[src/rtl/cache_mem_arb_pkg.sv]
// Shared types for the cache/memory arbiter: FSM state encoding and owner ids.
package cache_mem_arb_pkg;

    typedef enum logic [1:0] {
        IDLE  = 2'd0,
        ISSUE = 2'd1,
        WAIT  = 2'd2,
        RESP  = 2'd3
    } arb_state_t;

    localparam logic OWNER_I = 1'b0;
    localparam logic OWNER_D = 1'b1;

endpackage

[src/rtl/cache_mem_arbiter_rr_pick2.sv]
// Combinational 2-way round-robin select; req[0] is the I-cache, req[1] the D-cache.
module rr_pick2 (
    input  logic [1:0] req,
    input  logic       last,
    output logic       valid,
    output logic       winner
);
    import cache_mem_arb_pkg::*;

    always_comb begin
        valid  = |req;
        winner = OWNER_I;
        if (req == 2'b11) begin
            // Tie goes to whoever was not served last.
            winner = ~last;
        end else if (req[1]) begin
            winner = OWNER_D;
        end
    end

endmodule

[src/rtl/cache_mem_arbiter.sv]
// Non-preemptive round-robin arbiter sharing one fixed-latency memory port between I- and D-cache.
module cache_mem_arbiter #(
    parameter int ADDR_W      = 16,
    parameter int LINE_W      = 64,
    parameter int MEM_LATENCY = 4
) (
    input  logic              clk,
    input  logic              reset,
    input  logic              ic_req,
    input  logic [ADDR_W-1:0] ic_addr,
    output logic              ic_done,
    output logic [LINE_W-1:0] ic_rdata,
    input  logic              dc_req,
    input  logic              dc_we,
    input  logic [ADDR_W-1:0] dc_addr,
    input  logic [LINE_W-1:0] dc_wdata,
    output logic              dc_done,
    output logic [LINE_W-1:0] dc_rdata,
    output logic              mem_cmd_valid,
    output logic              mem_cmd_we,
    output logic [ADDR_W-1:0] mem_cmd_addr,
    output logic [LINE_W-1:0] mem_cmd_wdata,
    input  logic [LINE_W-1:0] mem_rdata,
    output logic              arb_busy
);
    import cache_mem_arb_pkg::*;

    localparam int CNT_W = $clog2(MEM_LATENCY + 1);
    localparam logic [CNT_W-1:0] CNT_LOAD = CNT_W'(MEM_LATENCY - 1);

    arb_state_t        state_reg, state_next;
    logic              last_reg, last_next;
    logic              owner_reg, owner_next;
    logic              we_reg, we_next;
    logic [ADDR_W-1:0] addr_reg, addr_next;
    logic [LINE_W-1:0] wdata_reg, wdata_next;
    logic [CNT_W-1:0]  cnt_reg, cnt_next;
    logic [LINE_W-1:0] ic_rdata_reg, ic_rdata_next;
    logic [LINE_W-1:0] dc_rdata_reg, dc_rdata_next;

    logic pick_valid;
    logic pick_winner;

    rr_pick2 u_pick (
        .req    ({dc_req, ic_req}),
        .last   (last_reg),
        .valid  (pick_valid),
        .winner (pick_winner)
    );

    always_ff @(posedge clk or posedge reset) begin
        if (reset) begin
            state_reg    <= IDLE;
            last_reg     <= OWNER_D;
            owner_reg    <= OWNER_I;
            we_reg       <= 1'b0;
            addr_reg     <= '0;
            wdata_reg    <= '0;
            cnt_reg      <= '0;
            ic_rdata_reg <= '0;
            dc_rdata_reg <= '0;
        end else begin
            state_reg    <= state_next;
            last_reg     <= last_next;
            owner_reg    <= owner_next;
            we_reg       <= we_next;
            addr_reg     <= addr_next;
            wdata_reg    <= wdata_next;
            cnt_reg      <= cnt_next;
            ic_rdata_reg <= ic_rdata_next;
            dc_rdata_reg <= dc_rdata_next;
        end
    end

    always_comb begin
        state_next    = state_reg;
        last_next     = last_reg;
        owner_next    = owner_reg;
        we_next       = we_reg;
        addr_next     = addr_reg;
        wdata_next    = wdata_reg;
        cnt_next      = cnt_reg;
        ic_rdata_next = ic_rdata_reg;
        dc_rdata_next = dc_rdata_reg;

        case (state_reg)
            IDLE: begin
                if (pick_valid) begin
                    owner_next = pick_winner;
                    if (pick_winner == OWNER_D) begin
                        we_next    = dc_we;
                        addr_next  = dc_addr;
                        wdata_next = dc_we ? dc_wdata : '0;
                    end else begin
                        we_next    = 1'b0;
                        addr_next  = ic_addr;
                        wdata_next = '0;
                    end
                    state_next = ISSUE;
                end
            end
            ISSUE: begin
                cnt_next   = CNT_LOAD;
                state_next = WAIT;
            end
            WAIT: begin
                if (cnt_reg == '0) begin
                    // Read data is valid in exactly this cycle; write-backs leave rdata alone.
                    if (!we_reg) begin
                        if (owner_reg == OWNER_D) begin
                            dc_rdata_next = mem_rdata;
                        end else begin
                            ic_rdata_next = mem_rdata;
                        end
                    end
                    state_next = RESP;
                end else begin
                    cnt_next = cnt_reg - 1'b1;
                end
            end
            RESP: begin
                last_next  = owner_reg;
                state_next = IDLE;
            end
            default: begin
                state_next = IDLE;
            end
        endcase
    end

    always_comb begin
        mem_cmd_valid = (state_reg == ISSUE);
        mem_cmd_we    = mem_cmd_valid ? we_reg : 1'b0;
        mem_cmd_addr  = mem_cmd_valid ? addr_reg : '0;
        mem_cmd_wdata = mem_cmd_valid ? wdata_reg : '0;
        ic_done       = (state_reg == RESP) && (owner_reg == OWNER_I);
        dc_done       = (state_reg == RESP) && (owner_reg == OWNER_D);
        arb_busy      = (state_reg != IDLE);
        ic_rdata      = ic_rdata_reg;
        dc_rdata      = dc_rdata_reg;
    end

endmodule
[config.mk]
export PLATFORM = sky130hd
export DESIGN_NAME = cache_mem_arbiter
export DESIGN_NICKNAME = d
export VERILOG_FILES = /design/src/rtl/cache_mem_arb_pkg.sv /design/src/rtl/cache_mem_arbiter_rr_pick2.sv /design/src/rtl/cache_mem_arbiter.sv
export SDC_FILE = /design/constraint.sdc
export NUM_CORES = 1
export LEC_CHECK = 0
export BUFFER_PORTS_ARGS = -buffer_cell sky130_fd_sc_hd__buf_2
export CORE_MARGIN = 3
export CORE_UTILIZATION = 44
export DETAILED_ROUTE_END_ITERATION = 8
export PLACE_DENSITY_LB_ADDON = 0.12
export SLEW_MARGIN = 10
export SYNTH_ARGS = -nofsm -noshare
export SYNTH_HDL_FRONTEND = slang
export SYNTH_SLANG_ARGS = --single-unit
[constraint.sdc]
create_clock -name clk -period 7.8 [get_ports clk]
set_input_delay 1.56 -clock clk [delete_from_list [all_inputs] [get_ports clk]]
set_output_delay 1.56 -clock clk [all_outputs]
set_load 0.03 [all_outputs]
Yosys cells after proc, flatten, opt, wreduce, memory -nomap -nowiden
Cells that the tools add are included.
Word-level totals
  memory bits (writable): 0
  bits in latches: 0
  flip-flop bits (word level): 216
  memories kept: 0
  memory bits (read-only): 0
Operators by class
  bitwise gates (word level): 3
  multipliers: 0
  shift-type cells: 0
  add/subtract/negate cells: 1
  reductions and logical operators: 12
  muxes and demuxes: 14
  divide/modulo/power cells: 0
  $lt $le $gt $ge: 0
  equal/unequal tests: 7
Operators by type and width (count)
  64-bit 2-to-1 mux: 3
  16-bit 2-to-1 mux: 2
  2-bit case mux with 4 select lines: 1
  4-bit AND reduction: 2
  2-bit == test (second input constant): 3
  2-bit inequality test (second input constant): 3
  3-bit case mux with 2 select lines: 1
  2-bit AND reduction: 3
  1-bit 2-to-1 mux: 4
  2-bit 2-to-1 mux: 2
  2-bit nonzero test: 2
  3-bit zero test: 1
  3-bit 2-to-1 mux: 1
  1-bit inverter: 3
  3-bit by 1-bit subtractor with 3-bit output (second input constant): 1
  2-bit by 1-bit == test with 1-bit output (second input constant): 1
  1-bit logical AND: 2
  2-bit zero test: 1
  2-bit OR reduction: 1

Longest topological paths before layout
  depth after elaboration: 3
  gate-level depth with buffers: 8
  depth with buffers taken out: 6

Modules after synthesis
From an unflattened synthesis, not the netlist that was laid out.
Second synthesis, totals
  cells, all modules: 619
  area, all modules: 9031.2 sq um
By module, submodules not included
  cache_mem_arbiter: area an instance 9017.4 sq um, instances 1, cells an instance 617
  rr_pick2: area an instance 13.8 sq um, instances 1, cells an instance 2

Least setup slack after synthesis
OpenSTA, ideal clock, no wires.
  path kind: reg-to-output
  start: reg state_reg[1]
  end: out mem_cmd_addr[13]
  data arrival time: 1660 ps
  path buffers: 2
  required time: 6240 ps
  slack: 4580 ps
  cell stages (with the launch flop): 6
  cells stage by stage: dfrtp_1 inv_1 ha_1 clkbuf_1 clkbuf_1 and2_1
Between the ends
  longest elaborated chain between the ends: 2
Ends and longest elaborated chain
  start: declaration: RTL line cache_mem_arbiter.sv:31  | arb_state_t state_reg, state_next;
  start signal: assignment: RTL line cache_mem_arbiter.sv:63  | state_reg <= state_next;
  2-bit by 1-bit == test with 1-bit output: RTL line cache_mem_arbiter.sv:132  | mem_cmd_valid = (state_reg == ISSUE);
  named net mem_cmd_valid: RTL line cache_mem_arbiter.sv:19  | output logic mem_cmd_valid,
  16-bit 2-to-1 mux: RTL line cache_mem_arbiter.sv:134  | mem_cmd_addr = mem_cmd_valid ? addr_reg : '0;
  end: declaration: RTL line cache_mem_arbiter.sv:21  | output logic [ADDR_W-1:0] mem_cmd_addr,
The timed path passes the listed nets, and every way through them passes these cells.

Final worst setup path
  start: reg state_reg[1]
  end: out mem_cmd_wdata[53]
Between the ends
  longest elaborated chain between the ends: 2
Ends and longest elaborated chain
  2-bit by 1-bit == test with 1-bit output: RTL line cache_mem_arbiter.sv:132
  64-bit 2-to-1 mux: RTL line cache_mem_arbiter.sv:135  | mem_cmd_wdata = mem_cmd_valid ? wdata_reg : '0;
  end: declaration: RTL line cache_mem_arbiter.sv:22  | output logic [LINE_W-1:0] mem_cmd_wdata,
Every way passes these cells.

==> impl_results.html <==
<table>
<tr><th>Metric</th><th>Value</th></tr>
<tr><th colspan="2">Status</th></tr>
<tr><td>Status</td><td>complete, no violations</td></tr>
<tr><th colspan="2">Clock tree</th></tr>
<tr><td>Post-cts sizing count</td><td>0</td></tr>
<tr><td>CTS Root Buffer Type</td><td>sky130_fd_sc_hd__clkbuf_16</td></tr>
<tr><td>Clock-pin slew on the worst setup and hold paths</td><td>60 ps</td></tr>
<tr><td>Setup repair bufs after CTS</td><td>0</td></tr>
<tr><td>TritonCTS sink count</td><td>216</td></tr>
<tr><td>CTS buffer count</td><td>23</td></tr>
<tr><td>Clock H-tree levels</td><td>1</td></tr>
<tr><td>Largest buffer count on any clock path</td><td>3</td></tr>
<tr><td>Hold bufs inserted after CTS</td><td>0</td></tr>
<tr><td>Clock latency reported for the late side of the worst-skew pair</td><td>500 ps</td></tr>
<tr><td>Clock tree from TritonCTS</td><td>yes</td></tr>
<tr><th colspan="2">Pwr</th></tr>
<tr><td>Internal</td><td>0.003047 W</td></tr>
<tr><td>Pwr dens</td><td>423.2 mW/mm^2</td></tr>
<tr><td>Comb pwr share</td><td>0.404</td></tr>
<tr><td>Leakage</td><td>6.290 nW</td></tr>
<tr><td>Switching power total</td><td>0.001970 W</td></tr>
<tr><td>Switching share of power</td><td>0.3927</td></tr>
<tr><td>Relative contribution of the clock network to total power</td><td>0.228</td></tr>
<tr><td>Portion of total power attributed to sequential cells</td><td>0.368</td></tr>
<tr><td>Worst supply voltage drop on vdd</td><td>0.3690 mV</td></tr>
<tr><th colspan="2">GRT</th></tr>
<tr><td>Global-route congestion overflow total</td><td>0</td></tr>
<tr><td>GR Layer Usage met3</td><td>0.07087</td></tr>
<tr><td>Vias in the first global route</td><td>6,415</td></tr>
<tr><td>Global-route wire length before repair</td><td>37,000 um</td></tr>
<tr><td>M1 GR Usage</td><td>0.2649</td></tr>
<tr><td>GR met2 Demand/Resource</td><td>0.3491</td></tr>
<tr><td>Total global routing track utilization</td><td>0.2101</td></tr>
<tr><td>Pin count of the biggest net entering global routing</td><td>152</td></tr>
<tr><td>Antenna violations before repair</td><td>7</td></tr>
<tr><td>Grt peak-use layer</td><td>met2</td></tr>
<tr><th colspan="2">Critical path</th></tr>
<tr><td>Critical path data required time</td><td>6240 ps</td></tr>
<tr><td>End of the worst register-to-register path</td><td>ic_rdata[33]</td></tr>
<tr><td>Start of the worst register-to-register path</td><td>cnt_reg[0]</td></tr>
<tr><td>Startpoint Class</td><td>register</td></tr>
<tr><td>Reg2reg setup slack</td><td>4740 ps</td></tr>
<tr><td>Crit Path Max Fanout</td><td>61</td></tr>
<tr><td>Number of cells on the worst reg-to-reg path</td><td>7</td></tr>
<tr><td>Critical path start-end classification</td><td>register to primary output</td></tr>
<tr><td>Data arrival at the endpoint of the critical path</td><td>2470 ps</td></tr>
<tr><td>Endpoint kind of the worst setup timing path</td><td>primary output</td></tr>
<tr><th colspan="2">Die</th></tr>
<tr><td>Area of the die</td><td>0.02239 mm^2</td></tr>
<tr><td>Vertical die dimension</td><td>149.6 um</td></tr>
<tr><td>Placement Rows</td><td>51</td></tr>
<tr><td>Ports</td><td>378</td></tr>
<tr><td>Floorplan die width</td><td>149.6 um</td></tr>
<tr><td>Initial cell density of the core</td><td>0.4573</td></tr>
<tr><td>Floorplan Core Area</td><td>0.01985 mm^2</td></tr>
<tr><th colspan="2">STA</th></tr>
<tr><td>Post-route clock period utilization</td><td>0.5167</td></tr>
<tr><td>Unrepaired setup endpoints after global routing</td><td>no</td></tr>
<tr><td>Clock skew after layout</td><td>7.119 ps</td></tr>
<tr><td>Clock period minus final worst setup slack</td><td>4030 ps</td></tr>
<tr><td>Final-layout worst hold slack</td><td>493.2 ps</td></tr>
<tr><td>Post-route setup slack</td><td>3770 ps</td></tr>
<tr><td>Slew Limit Fails</td><td>0</td></tr>
<tr><td>Final count of hold timing violations</td><td>0</td></tr>
<tr><td>Setup violation total in the final timing report</td><td>0</td></tr>
<tr><td>Remaining max-slew budget at the tightest pin</td><td>0.2707</td></tr>
<tr><td>Max Clk Rate</td><td>0.2481 GHz</td></tr>
<tr><td>Slew @ Worst Pin</td><td>1094 ps</td></tr>
<tr><td>Fin Setup TNS</td><td>0 ps</td></tr>
<tr><th colspan="2">Worst hold path</th></tr>
<tr><td>Endpoint, Worst Hold</td><td>cnt_reg[1]</td></tr>
<tr><td>Cell depth of the worst hold path</td><td>1</td></tr>
<tr><td>Hold Crit Start</td><td>cnt_reg[1]</td></tr>
<tr><td>Worst hold path class</td><td>register to register</td></tr>
<tr><th colspan="2">Logic synthesis</th></tr>
<tr><td>Portion of the post-synthesis area used by sequential elements</td><td>0.5957</td></tr>
<tr><td>Syn_nets</td><td>809</td></tr>
<tr><td>Cell type with the highest aggregate area in the netlist</td><td>sky130_fd_sc_hd__dfrtp_1</td></tr>
<tr><td>Library cells used by synthesis</td><td>31</td></tr>
<tr><td>Synthesized area per cell</td><td>14.27 um^2</td></tr>
<tr><td>Synthesized instance count</td><td>636</td></tr>
<tr><td>Register bit count reported by yosys</td><td>216</td></tr>
<tr><td>Syn. warnings</td><td>0</td></tr>
<tr><td>Netlist area before placement</td><td>0.009076 mm^2</td></tr>
<tr><td>Synth top area cells</td><td>sky130_fd_sc_hd__dfrtp_1 59%, sky130_fd_sc_hd__mux2_4 9.9%, sky130_fd_sc_hd__mux2_2 8.8%, sky130_fd_sc_hd__a22o_1 6.2%, sky130_fd_sc_hd__and2_1 5.7%</td></tr>
<tr><td>Top cell type's share of synthesized area</td><td>0.5928</td></tr>
<tr><th colspan="2">Flow run</th></tr>
<tr><td>Maxcap violations</td><td>0</td></tr>
<tr><th colspan="2">Detailed routing</th></tr>
<tr><td>Detailed-route vias per instance</td><td>4.966</td></tr>
<tr><td>DRC errors left</td><td>0</td></tr>
<tr><td>Wire length after detailed routing</td><td>24,610 um</td></tr>
<tr><td>Number of vias after detailed routing</td><td>6,381</td></tr>
<tr><td>Routed wirelength normalized by instance count</td><td>19.15 um</td></tr>
<tr><td>Iteration-0 DRC count of the detailed router</td><td>275</td></tr>
<tr><td>Count of antenna-violating nets left after detailed routing</td><td>0</td></tr>
<tr><td>First-pass iteration count of the detailed router</td><td>4</td></tr>
<tr><th colspan="2">Layout</th></tr>
<tr><td>Net total in the final layout</td><td>1,175</td></tr>
<tr><td>Share of cells above drive strength 1</td><td>0.5525</td></tr>
<tr><td>Finished Cell Area</td><td>0.01186 mm^2</td></tr>
<tr><td>Most common cell after layout, fill and taps aside</td><td>sky130_fd_sc_hd__buf_2</td></tr>
<tr><td>Most frequent cells in the layout</td><td>377 x sky130_fd_sc_hd__buf_2, 215 x sky130_fd_sc_hd__dfrtp_1, 82 x sky130_fd_sc_hd__and2_1, 71 x sky130_fd_sc_hd__mux2_2, 64 x sky130_fd_sc_hd__a22o_1</td></tr>
<tr><td>Layout area overhead</td><td>30.64%</td></tr>
<tr><th colspan="2">Placement</th></tr>
<tr><td>Post-place setup slack</td><td>4212 ps</td></tr>
<tr><td>Port Buffers</td><td>377</td></tr>
<tr><td>Detailed Place HPWL</td><td>17,570 um</td></tr>
<tr><td>Post-DP Area</td><td>0.01104 mm^2</td></tr>
<tr><td>Weighted congestion at the end of routability-driven global placement</td><td>0.7881</td></tr>
</table>
-- critical path: stages, from the launching register on --
cell and delay (ps):
sky130_fd_sc_hd__dfrtp_1 420, sky130_fd_sc_hd__inv_1 110, sky130_fd_sc_hd__ha_2 430, sky130_fd_sc_hd__buf_4 490, sky130_fd_sc_hd__and2_1 280, sky130_fd_sc_hd__buf_2 230
-- logic make-up after synthesis --
group,synth area share
AND/OR/NAND/NOR,0.07706
buffers and inverters,0.03901
flip-flops,0.5957
adder cells (fa/ha/maj),0.01103
AO/OA/AOI/OAI,0.08878
multiplexers,0.1884
-- routing by layer --
metal	part of all wire	up-vias
met2	0.48	273
li1	-	2964
met3	0.10	47
met1	0.39	3085
met5	0.0031	-
met4	0.021	12
-- cells in the mapped netlist --
cell and instances:
sky130_fd_sc_hd__clkbuf_1 16, sky130_fd_sc_hd__a21o_1 1, sky130_fd_sc_hd__inv_1 7, sky130_fd_sc_hd__buf_2 13, sky130_fd_sc_hd__and2_1 82, sky130_fd_sc_hd__mux2_2 71, sky130_fd_sc_hd__nor2_1 17, sky130_fd_sc_hd__a21bo_2 1
sky130_fd_sc_hd__nor2b_1 1, sky130_fd_sc_hd__o21ai_2 1, sky130_fd_sc_hd__a21oi_1 34, sky130_fd_sc_hd__mux2i_1 1, sky130_fd_sc_hd__o21a_1 2, sky130_fd_sc_hd__buf_6 7, sky130_fd_sc_hd__nor3b_1 1, sky130_fd_sc_hd__nand2_1 18
sky130_fd_sc_hd__buf_12 6, sky130_fd_sc_hd__nand3_1 1, sky130_fd_sc_hd__a22o_1 64, sky130_fd_sc_hd__o32a_1 1, sky130_fd_sc_hd__nand2b_1 1, sky130_fd_sc_hd__o21ai_0 1, sky130_fd_sc_hd__dfrtp_1 215, sky130_fd_sc_hd__dfstp_2 1
sky130_fd_sc_hd__a21boi_4 1, sky130_fd_sc_hd__inv_2 1, sky130_fd_sc_hd__nand4b_1 1, sky130_fd_sc_hd__ha_1 8, sky130_fd_sc_hd__and3_1 1, sky130_fd_sc_hd__nor4b_2 1, sky130_fd_sc_hd__mux2_4 60
-- power groups by stage --
stage | registers, W | clock network [W] | logic (W)
final | 0.00185 | 0.00114 | 0.00203
after global routing | 0.00191 | 0.00122 | 0.00216
after CTS | 0.00185 | 0.00117 | 0.00205
after detailed placement | 0.00186 | 0 | 0.00205
after global placement | 0.00185 | 0 | 0.00203
after floorplan | 0.00231 | 0 | 0.000964
-- worst max path at each step --
| stage | slack (ps) | startpoint | depth (start not counted) | endpoint |
|---|---|---|---|---|
| floorplan | 330 | reset | 1 | addr_reg[0] |
| global placement | 4270 | dc_req | 5 | wdata_reg[46] |
| detailed placement | 4210 | dc_req | 5 | wdata_reg[48] |
| CTS | 3680 | state_reg[1] | 5 | mem_cmd_wdata[53] |
| global route | 3510 | state_reg[1] | 5 | mem_cmd_wdata[53] |
| finish | 3770 | state_reg[1] | 5 | mem_cmd_wdata[53] |
-- layout make-up --
cell class | instances | area, um^2
fill | 1640 | 7988
multi-input combinational | 370 | 3336
clock inverter | 7 | 91.34
clock buffer | 35 | 720.7
sequential | 216 | 5406
antenna | 1 | 2.502
tap | 265 | 331.6
timing repair buffer | 383 | 1932
inverter | 8 | 37.54
-- through the flow --
step / instances / util / power, W
after floorplan: 636 / - / 0.003273
after CTS: 1284 / 0.5974 / 0.005074
after global placement: 1242 / 0.5565 / 0.003876
after global routing: 1285 / 0.5975 / 0.005293
final: 1285 / 0.5975 / 0.005018
after detailed placement: 1242 / 0.5565 / 0.003907
Note: power is estimated with default switching activity, not from simulation.
